===== src/rtl/ray_dir_gen.sv =====
// Per-pixel camera ray direction generator.
// Walks the frame in raster order and emits one direction per accepted cycle:
// (float(cx - H_RES/2), float(V_RES/2 - cy), FOCAL).
// A tag line of TAG_LAT stages carries pixel coordinates and the last-pixel flag
// so they line up with the downstream normalize result.
module ray_dir_gen #(
  parameter int          H_RES   = 640,
  parameter int          V_RES   = 480,
  parameter logic [26:0] FOCAL   = 27'h2000000,
  parameter int          TAG_LAT = 9
) (
  input  logic        i_clk,
  input  logic        i_rst,
  input  logic        i_start,
  input  logic        i_ready,
  output logic [26:0] o_dir_x,
  output logic [26:0] o_dir_y,
  output logic [26:0] o_dir_z,
  output logic        o_valid,
  output logic [9:0]  o_tag_px_x,
  output logic [9:0]  o_tag_px_y,
  output logic        o_tag_valid,
  output logic        o_tag_last,
  output logic        o_busy,
  output logic        o_frame_done
);

  localparam logic [9:0]  H_MAX  = 10'(H_RES - 1);
  localparam logic [9:0]  V_MAX  = 10'(V_RES - 1);
  localparam logic [10:0] H_HALF = 11'(H_RES / 2);
  localparam logic [10:0] V_HALF = 11'(V_RES / 2);
  localparam int          TAG_W  = 22;

  typedef enum logic [1:0] {S_IDLE, S_RUN, S_DRAIN} state_t;

  state_t      state_q, state_d;
  logic [9:0]  cx_q, cx_d, cy_q, cy_d;
  logic [26:0] dir_x_q, dir_x_d, dir_y_q, dir_y_d, dir_z_q, dir_z_d;
  logic        valid_q, valid_d, last_q, last_d;
  logic [9:0]  px_x_q, px_x_d, px_y_q, px_y_d;
  logic [TAG_W-1:0] tag_q [TAG_LAT];
  logic [TAG_W-1:0] tag_d [TAG_LAT];

  logic        emit;
  logic        at_last;
  logic [10:0] x_off, y_off;
  logic        frame_done;

  // Exact signed-int to float: magnitude, leading-one position, and a
  // left shift that pushes the hidden bit just past the 18-bit mantissa.
  function automatic logic [26:0] int_to_float(input logic [10:0] v);
    logic [10:0] mag;
    logic [3:0]  msb;
    logic [4:0]  sh;
    logic [17:0] mant;
    logic [7:0]  expo;
    logic [26:0] res;
    mag = v[10] ? (~v + 11'd1) : v;
    msb = 4'd0;
    for (int i = 0; i < 11; i++) begin
      if (mag[i]) msb = 4'(i);
    end
    sh   = 5'd18 - {1'b0, msb};
    mant = {7'd0, mag} << sh;
    expo = 8'd127 + {4'd0, msb};
    res  = (mag == 11'd0) ? 27'h0 : {v[10], expo, mant};
    return res;
  endfunction

  assign emit    = (state_q == S_RUN) && i_ready;
  assign at_last = (cx_q == H_MAX) && (cy_q == V_MAX);
  assign x_off   = {1'b0, cx_q} - H_HALF;
  assign y_off   = V_HALF - {1'b0, cy_q};

  // Frame state register.
  always_ff @(posedge i_clk) begin
    if (i_rst) state_q <= S_IDLE;
    else       state_q <= state_d;
  end

  // Next-state: start only from idle, drain after the last pixel, idle once its tag exits.
  always_comb begin
    state_d = state_q;
    case (state_q)
      S_IDLE:  if (i_start) state_d = S_RUN;
      S_RUN:   if (emit && at_last) state_d = S_DRAIN;
      S_DRAIN: if (frame_done) state_d = S_IDLE;
      default: state_d = S_IDLE;
    endcase
  end

  // FSM outputs.
  always_comb begin
    o_busy = (state_q != S_IDLE);
  end

  // Counters and emitted direction: load on accept, hold otherwise.
  always_comb begin
    cx_d    = cx_q;
    cy_d    = cy_q;
    dir_x_d = dir_x_q;
    dir_y_d = dir_y_q;
    dir_z_d = dir_z_q;
    px_x_d  = px_x_q;
    px_y_d  = px_y_q;
    last_d  = last_q;
    valid_d = 1'b0;
    if ((state_q == S_IDLE) && i_start) begin
      cx_d = 10'd0;
      cy_d = 10'd0;
    end
    if (emit) begin
      dir_x_d = int_to_float(x_off);
      dir_y_d = int_to_float(y_off);
      dir_z_d = FOCAL;
      px_x_d  = cx_q;
      px_y_d  = cy_q;
      last_d  = at_last;
      valid_d = 1'b1;
      if (at_last) begin
        cx_d = 10'd0;
        cy_d = 10'd0;
      end else if (cx_q == H_MAX) begin
        cx_d = 10'd0;
        cy_d = cy_q + 10'd1;
      end else begin
        cx_d = cx_q + 10'd1;
      end
    end
  end

  // Datapath registers.
  always_ff @(posedge i_clk) begin
    if (i_rst) begin
      cx_q    <= 10'd0;
      cy_q    <= 10'd0;
      dir_x_q <= 27'h0;
      dir_y_q <= 27'h0;
      dir_z_q <= 27'h0;
      px_x_q  <= 10'd0;
      px_y_q  <= 10'd0;
      last_q  <= 1'b0;
      valid_q <= 1'b0;
    end else begin
      cx_q    <= cx_d;
      cy_q    <= cy_d;
      dir_x_q <= dir_x_d;
      dir_y_q <= dir_y_d;
      dir_z_q <= dir_z_d;
      px_x_q  <= px_x_d;
      px_y_q  <= px_y_d;
      last_q  <= last_d;
      valid_q <= valid_d;
    end
  end

  // Tag line input is the output-cycle view of the pixel; each stage adds one cycle.
  genvar gi;
  generate
    for (gi = 0; gi < TAG_LAT; gi++) begin : g_tag
      if (gi == 0) begin : g_head
        assign tag_d[gi] = {valid_q, last_q, px_x_q, px_y_q};
      end else begin : g_body
        assign tag_d[gi] = tag_q[gi-1];
      end
    end
  endgenerate

  // Tag shift register; reset clears every stage so nothing stale emerges.
  always_ff @(posedge i_clk) begin
    for (int i = 0; i < TAG_LAT; i++) begin
      if (i_rst) tag_q[i] <= '0;
      else       tag_q[i] <= tag_d[i];
    end
  end

  assign o_dir_x      = dir_x_q;
  assign o_dir_y      = dir_y_q;
  assign o_dir_z      = dir_z_q;
  assign o_valid      = valid_q;
  assign o_tag_valid  = tag_q[TAG_LAT-1][21];
  assign o_tag_last   = tag_q[TAG_LAT-1][20];
  assign o_tag_px_x   = tag_q[TAG_LAT-1][19:10];
  assign o_tag_px_y   = tag_q[TAG_LAT-1][9:0];
  assign frame_done   = o_tag_valid && o_tag_last;
  assign o_frame_done = frame_done;

endmodule


===== config.mk =====
export PLATFORM = sky130hd
export DESIGN_NAME = ray_dir_gen
export DESIGN_NICKNAME = d
export VERILOG_FILES = /design/src/rtl/ray_dir_gen.sv
export SDC_FILE = /design/constraint.sdc
export NUM_CORES = 1
export LEC_CHECK = 0
export BUFFER_PORTS_ARGS = -buffer_cell sky130_fd_sc_hd__buf_2
export CAP_MARGIN = 20
export CORE_MARGIN = 2
export CORE_UTILIZATION = 40
export DETAILED_ROUTE_END_ITERATION = 6
export GPL_TIMING_DRIVEN = 0
export RECOVER_POWER = 25
export SYNTH_ARGS = -nofsm -noshare
export SYNTH_HDL_FRONTEND = slang
export SYNTH_SLANG_ARGS = --single-unit

===== constraint.sdc =====
create_clock -name i_clk -period 8.16 [get_ports i_clk]
set_input_delay 1.632 -clock i_clk [delete_from_list [all_inputs] [get_ports i_clk]]
set_output_delay 1.632 -clock i_clk [all_outputs]
set_load 0.005 [all_outputs]

==> flow_metrics.env, run 1 <==
export IMPL_antenna_found_initial=2
export IMPL_final_util_pct=47.1
export IMPL_end_kind="register"
export IMPL_drive_gt1_share_pct=13.3
export IMPL_insertion_delay_ns=0.55
export IMPL_cp_arrival_ns=6.02
export IMPL_rows=62
export IMPL_hpwl_mm=17.8
export IMPL_p_per_area_nw_per_um2=217
export IMPL_die_x_um=174
export IMPL_cts_tree="built"
export IMPL_ant_nets=0
export IMPL_io_pins=110
export IMPL_slew_headroom_pct=37.4
export IMPL_r2r_end="o_dir_y[7]"
export IMPL_clk_pin_slew_ns=0.06
export IMPL_slew_viol_final=0
export IMPL_place_area_sq_um=12500
export IMPL_drv_cap=0
export IMPL_hold_viol_final=0
export IMPL_chipHeight_um=174
export IMPL_setup_tns_ns=0
export IMPL_seqPwrFrac_pct=50.2
export IMPL_cts_setup_buffers=0
export IMPL_ys_ff_latch=295
export IMPL_cp_start_kind="register"
export IMPL_synth_flop_cell="dfxtp_1"
export IMPL_dpl_cell_count=1697
export IMPL_hold_path_cell_count=1
export IMPL_core_area_sq_um=28500
export IMPL_intPower_mw=2.29
export IMPL_min_period_over_period_pct=67.6
export IMPL_synth_warning_count=0
export IMPL_grt_pass1_vias=8103
export IMPL_drc=0
export IMPL_setup_viol=0
export IMPL_crit_type="reg2reg"
export IMPL_post_route_cell_area_sq_um=13500
export IMPL_synth_top_area_share_pct=51.3
export IMPL_grtUsageTotal_pct=16.1
export IMPL_async_reset_ff_share_pct=0
export IMPL_portBuffers=82
export IMPL_finalCriticalPeriod_ns=5.52
export IMPL_whs_ns=0.428
export IMPL_syn_inst=1206
export IMPL_synthTopCellsByArea="dfxtp_1, nor2b_1, nor2_1"
export IMPL_p_switching_mw=0.636
export IMPL_final_cells=1750
export IMPL_synth_edf_count=0
export IMPL_holdPathEnd="tag_q[7][10]"
export IMPL_leakage_nw=5.45
export IMPL_grt_pass1_wl_mm=40.4
export IMPL_initial_utilization_pct=40.3
export IMPL_routedWlPerCell_um=14.1
export IMPL_ys_seq_area_share_pct=51.3
export IMPL_cts_root_buf="clkbuf_16"
export IMPL_ctsHoldBuffers=0
export IMPL_crit_fanout=10
export IMPL_final_nets=1364
export IMPL_synth_avg_cell_area_sq_um=9.55
export IMPL_area_growth_pct=16.9
export IMPL_route_vias_total=8661
export IMPL_numCtsBuffers=29
export IMPL_worstRegToRegCells=20
export IMPL_firstDrtPassIters=5
export IMPL_clockBufferDepth=3
export IMPL_cp_startpoint="cy_q[0]"
export IMPL_grt_max_degree=16
export IMPL_p_comb_share_pct=4.3
export IMPL_ir_worst_vdd_mv=0.166
export IMPL_place_congestion=0.853
export IMPL_rsz0062_at_grt="false"
export IMPL_dieArea_sq_um=30200
export IMPL_ys_types=88
export IMPL_fin_skew_ns=0.0142
export IMPL_final_cell_mix="dfxtp_1, nor2b_1, nor2_1, clkbuf_1"
export IMPL_first_iter_violations=518
export IMPL_numClockSinks=295
export IMPL_max_freq_ghz=0.181
export IMPL_cts_repair_resized=0
export IMPL_min_from="tag_q[6][10]"
export IMPL_synthesis_area_sq_um=11500
export IMPL_fill_cells=2795
export IMPL_grt_overflow_total=0
export IMPL_cts_max_level=1
export IMPL_worst_pin_slew_ns=0.932
export IMPL_hp_class="reg2reg"
export IMPL_cp_data_required_time_ns=8.66
export IMPL_final_common_cell="dfxtp_1"
export IMPL_viasPerCell=4.95
export IMPL_clockPowerShare_pct=45.5
export IMPL_routed_wl_mm=24.7
export IMPL_swShare_pct=21.7
export IMPL_outcome="completed"
export IMPL_worstReg2RegStart="cy_q[0]"
export IMPL_ff2ff_setup_slack_ns=2.64
export IMPL_synth_top_cell_by_area="dfxtp_1"
## layout make-up
cell class | count | area (sq um) | area share, %
multi-input combinational | 806 | 5070 | 37.7
clock buffer | 38 | 830 | 6.17
tap | 384 | 480 | 3.57
buffer | 103 | 531 | 3.94
antenna | 1 | 2.50 | 0.0186
clock inverter | 14 | 148 | 1.10
timing repair buffer | 82 | 387 | 2.87
inverter | 27 | 101 | 0.753
sequential | 295 | 5910 | 43.9
## metal layers
metal	vias up	wire (um)	track usage, %
met1	3993	11100	21.0
met5	-	13	0
li1	4337	-	-
met4	2	409	3.36
met2	295	11400	27.3
met3	34	1750	3.71
## cell families after synthesis
family | share of synthesized area [%]
flip-flops | 51.3
other | 0.0326
AO/OA/AOI/OAI | 13.7
adder cells (fa/ha/maj) | 1.74
multiplexers | 1.67
XOR/XNOR | 2.49
AND/OR/NAND/NOR | 23.6
buffers and inverters | 5.49
## registers in the layout, indices dropped and copies added (netlist names)
signal / count
px_y_q: 10
cx_q: 10
o_dir_x: 26
tag_q: 198
o_dir_z: 1
o_valid: 1
last_q: 1
px_x_q: 10
state_q: 2
cy_q: 10
o_dir_y: 26
## worst max path at each step
stage	slack, ns	endpoint	cells past startpoint
global placement	2.73	o_dir_y[7]	20
floorplan	3.80	o_dir_y[7]	20
global route	2.12	o_dir_y[7]	20
CTS	2.64	o_dir_y[7]	20
finish	2.64	o_dir_y[7]	20
detailed placement	2.69	o_dir_y[7]	20
## power groups by stage
stage          clock (mW)  combinational [mW]  sequential (mW)
2_1_floorplan           0              0.0890             1.50
3_3_place_gp            0               0.125             1.50
3_5_place_dp            0               0.126             1.50
4_1_cts              1.37               0.127             1.47
5_1_grt              1.43               0.141             1.47
6_report             1.33               0.126             1.47
## metrics by stage
stage,power (mW),setup WS (ns)
floorplan,1.59,3.80
global placement,1.63,2.73
detailed placement,1.63,2.69
CTS,2.96,2.64
global route,3.04,2.12
finish,2.93,2.64
## cells in the mapped netlist, types with 5 or more instances
cell type / n
a211oi_1: 11
nand4_1: 7
nand2b_1: 9
o21ai_0: 38
o22a_1: 9
inv_1: 23
o211ai_1: 7
xnor2_1: 17
o31ai_1: 5
mux2i_1: 11
nor2b_1: 202
nand2_1: 67
clkbuf_1: 59
nor2_1: 90
or3_1: 5
o2111ai_1: 5
a21o_1: 6
buf_1: 6
and3_1: 23
a32oi_1: 6
nor3_1: 31
dfxtp_1: 295
a311oi_1: 8
buf_4: 31
ha_1: 16
and2_1: 10
a22oi_1: 10
o22ai_1: 7
a21oi_1: 48
xor2_1: 7
nand3_1: 23
## critical path, cell delays in order (launching register included)
cell and delay [ns]:
dfxtp_1 0.35, buf_6 0.15, clkbuf_1 0.36, inv_1 0.21, ha_1 0.25, buf_4 0.18
nor3b_2 0.20, o21ai_1 0.54, a21boi_0 0.26, or2_2 0.39, nor2_1 0.31, nor2_1 0.08
o21ai_0 0.39, inv_1 0.09, ha_1 0.20, clkbuf_1 0.22, xnor2_2 0.45, buf_4 0.25
nor2_1 0.07, a2111oi_1 0.40, a21o_1 0.12
(Power assumes the default switching activity.)
==> run 2: changes to the inputs <==
==> constraint.sdc (replaced) <==
create_clock -name i_clk -period 5.8 [get_ports i_clk]
set_input_delay 1.16 -clock i_clk [delete_from_list [all_inputs] [get_ports i_clk]]
set_output_delay 1.16 -clock i_clk [all_outputs]
set_load 0.005 [all_outputs]
==> run 2 against run 1 <==
Sequential share of layout area is essentially flat; clock skew is essentially flat; sequential power grew 41%; utilization is essentially flat; final cell count is the same; count of clock-buffer cells in the layout is the same; global-route usage is the same; largest cell class unchanged; highest routed layer unchanged; setup slack lost 2.2 ns; critical path depth is the same.
==> flow_metrics.env, run 2 (synthesis gave the netlist of run 1 again) <==
export IMPL_outcome="completed"
export IMPL_portBuffers=82
export IMPL_hold_viol_final=0
export IMPL_numClockSinks=295
export IMPL_drv_cap=0
export IMPL_max_stage_delay_ns=0.50
export IMPL_cp_data_required_time_ns=6.30
export IMPL_grt_pass1_vias=8103
export IMPL_finalCriticalPeriod_ns=5.33
export IMPL_ir_worst_vdd_mv=0.233
export IMPL_cts_repair_resized=0
export IMPL_post_route_cell_area_sq_um=13500
export IMPL_firstDrtPassIters=5
export IMPL_path_common_cell="nor2_1"
export IMPL_cts_max_level=1
export IMPL_crit_fanout=10
export IMPL_cp_arrival_ns=5.83
export IMPL_hpwl_mm=17.8
export IMPL_final_nets=1364
export IMPL_cp_slowest_cell="or3b_1"
export IMPL_leakage_nw=5.44
export IMPL_grtUsageTotal_pct=16.1
export IMPL_die_x_um=174
export IMPL_largest_reg_flops=198
export IMPL_chipHeight_um=174
export IMPL_grt_pass1_wl_mm=40.4
export IMPL_io_pins=110
export IMPL_ctsHoldBuffers=0
export IMPL_fin_skew_ns=0.0146
export IMPL_place_area_sq_um=12500
export IMPL_insertion_delay_ns=0.55
export IMPL_dpl_cell_count=1697
export IMPL_regMostFlops="tag_q"
export IMPL_clk_pin_slew_ns=0.06
export IMPL_cts_root_buf="clkbuf_16"
export IMPL_routedWlPerCell_um=14.1
export IMPL_worst_pin_slew_ns=0.952
export IMPL_hp_class="reg2reg"
export IMPL_final_util_pct=47.1
export IMPL_final_cells=1750
export IMPL_drive_gt1_share_pct=13.3
export IMPL_power_total_mw=4.12
export IMPL_setup_viol=0
export IMPL_p_per_area_nw_per_um2=306
export IMPL_slew_headroom_pct=36.0
export IMPL_cp_start_kind="register"
export IMPL_min_period_over_period_pct=91.9
export IMPL_first_iter_violations=502
export IMPL_worstRegToRegCells=20
export IMPL_clockBufferDepth=3
export IMPL_cts_tree="built"
export IMPL_routed_wl_mm=24.7
export IMPL_core_area_sq_um=28500
export IMPL_slew_viol_final=0
export IMPL_final_common_cell="dfxtp_1"
export IMPL_drc=0
export IMPL_grt_max_degree=16
export IMPL_place_congestion=0.853
export IMPL_ant_nets=0
export IMPL_cts_setup_buffers=0
export IMPL_dieArea_sq_um=30200
export IMPL_rsz0062_at_grt="false"
export IMPL_max_freq_ghz=0.188
export IMPL_worstPathCellList="buf_6 -> clkbuf_1 -> inv_1 -> ha_1 -> buf_4 -> or3b_1 -> a21oi_1 -> a211oi_1 -> or2_2 -> nor2_1 -> nor2_1 -> o21ai_0 -> inv_1 -> ha_1 -> clkbuf_1 -> xnor2_2 -> buf_4 -> nor2_1 -> a2111oi_1 -> a21o_1"
export IMPL_final_cell_mix="dfxtp_1, nor2b_1, nor2_1, clkbuf_1, nand2_1"
export IMPL_numCtsBuffers=29
export IMPL_initial_utilization_pct=40.3
export IMPL_area_growth_pct=16.9
export IMPL_crit_type="reg2reg"
export IMPL_grt_overflow_total=0
export IMPL_end_kind="register"
export IMPL_viasPerCell=4.94
export IMPL_antenna_found_initial=2
export IMPL_rows=62
export IMPL_setup_tns_ns=0
export IMPL_route_vias_total=8640
export IMPL_hold_path_cell_count=1
[run 2: changes by cell type in the layout (fill, tap and decap cells not counted)]
cell,before,now
o21ai_1,4,3
clkbuf_1,80,81
o21ai_2,1,2
buf_2,67,66
[run 2: worst paths after layout]
kind / from / endpoint / slack [ns]
hold reg to reg: tag_q[6][10] / tag_q[7][10] / 0.43
setup / recovery: cy_q[0] / o_dir_y[7] / 0.47
hold / removal: tag_q[6][10] / tag_q[7][10] / 0.43
setup reg to reg: cy_q[0] / o_dir_y[7] / 0.47
[run 2: layout make-up]
class	instances	area, sq um
antenna	1	2.50
buffer	103	531
clock buffer	38	830
clock inverter	14	148
fill	2794	15100
inverter	27	101
multi-input combinational	806	5070
sequential	295	5910
tap	384	480
timing repair buffer	82	385
[run 2: worst max-delay path, delay by kind of cell, from the launching register on]
kind                     cells  cell delay (ns)
AO/OA/AOI/OAI                5             1.51
buffers and inverters        7             1.32
adder cells (fa/ha/maj)      2             0.37
AND/OR/NAND/NOR              5             1.30
flip-flops                   1             0.32
XOR/XNOR                     1             0.45
[run 2: routing by layer]
layer	share of wire (%)	vias to the layer above	GRT usage (%)
li1	-	4337	-
met4	1.6	2	3.36
met5	0.053	-	0
met2	46	268	27.3
met3	7.2	32	3.71
met1	45	4001	21.0
[run 2: stage by stage]
stage                     setup slack (ns)  hold slack [ns]
after CTS                            0.280            0.431
after global routing               0.00780            0.444
after global placement               0.372            0.415
after floorplan                       1.44            0.414
after detailed placement             0.330            0.420
final                                0.470            0.428
[run 2: power by group]
part / internal [mW] / switching (mW) / leakage (nW)
clock: 1.10 / 0.772 / 0.484
combinational: 0.0632 / 0.114 / 2.58
sequential: 2.06 / 0.00915 / 2.38
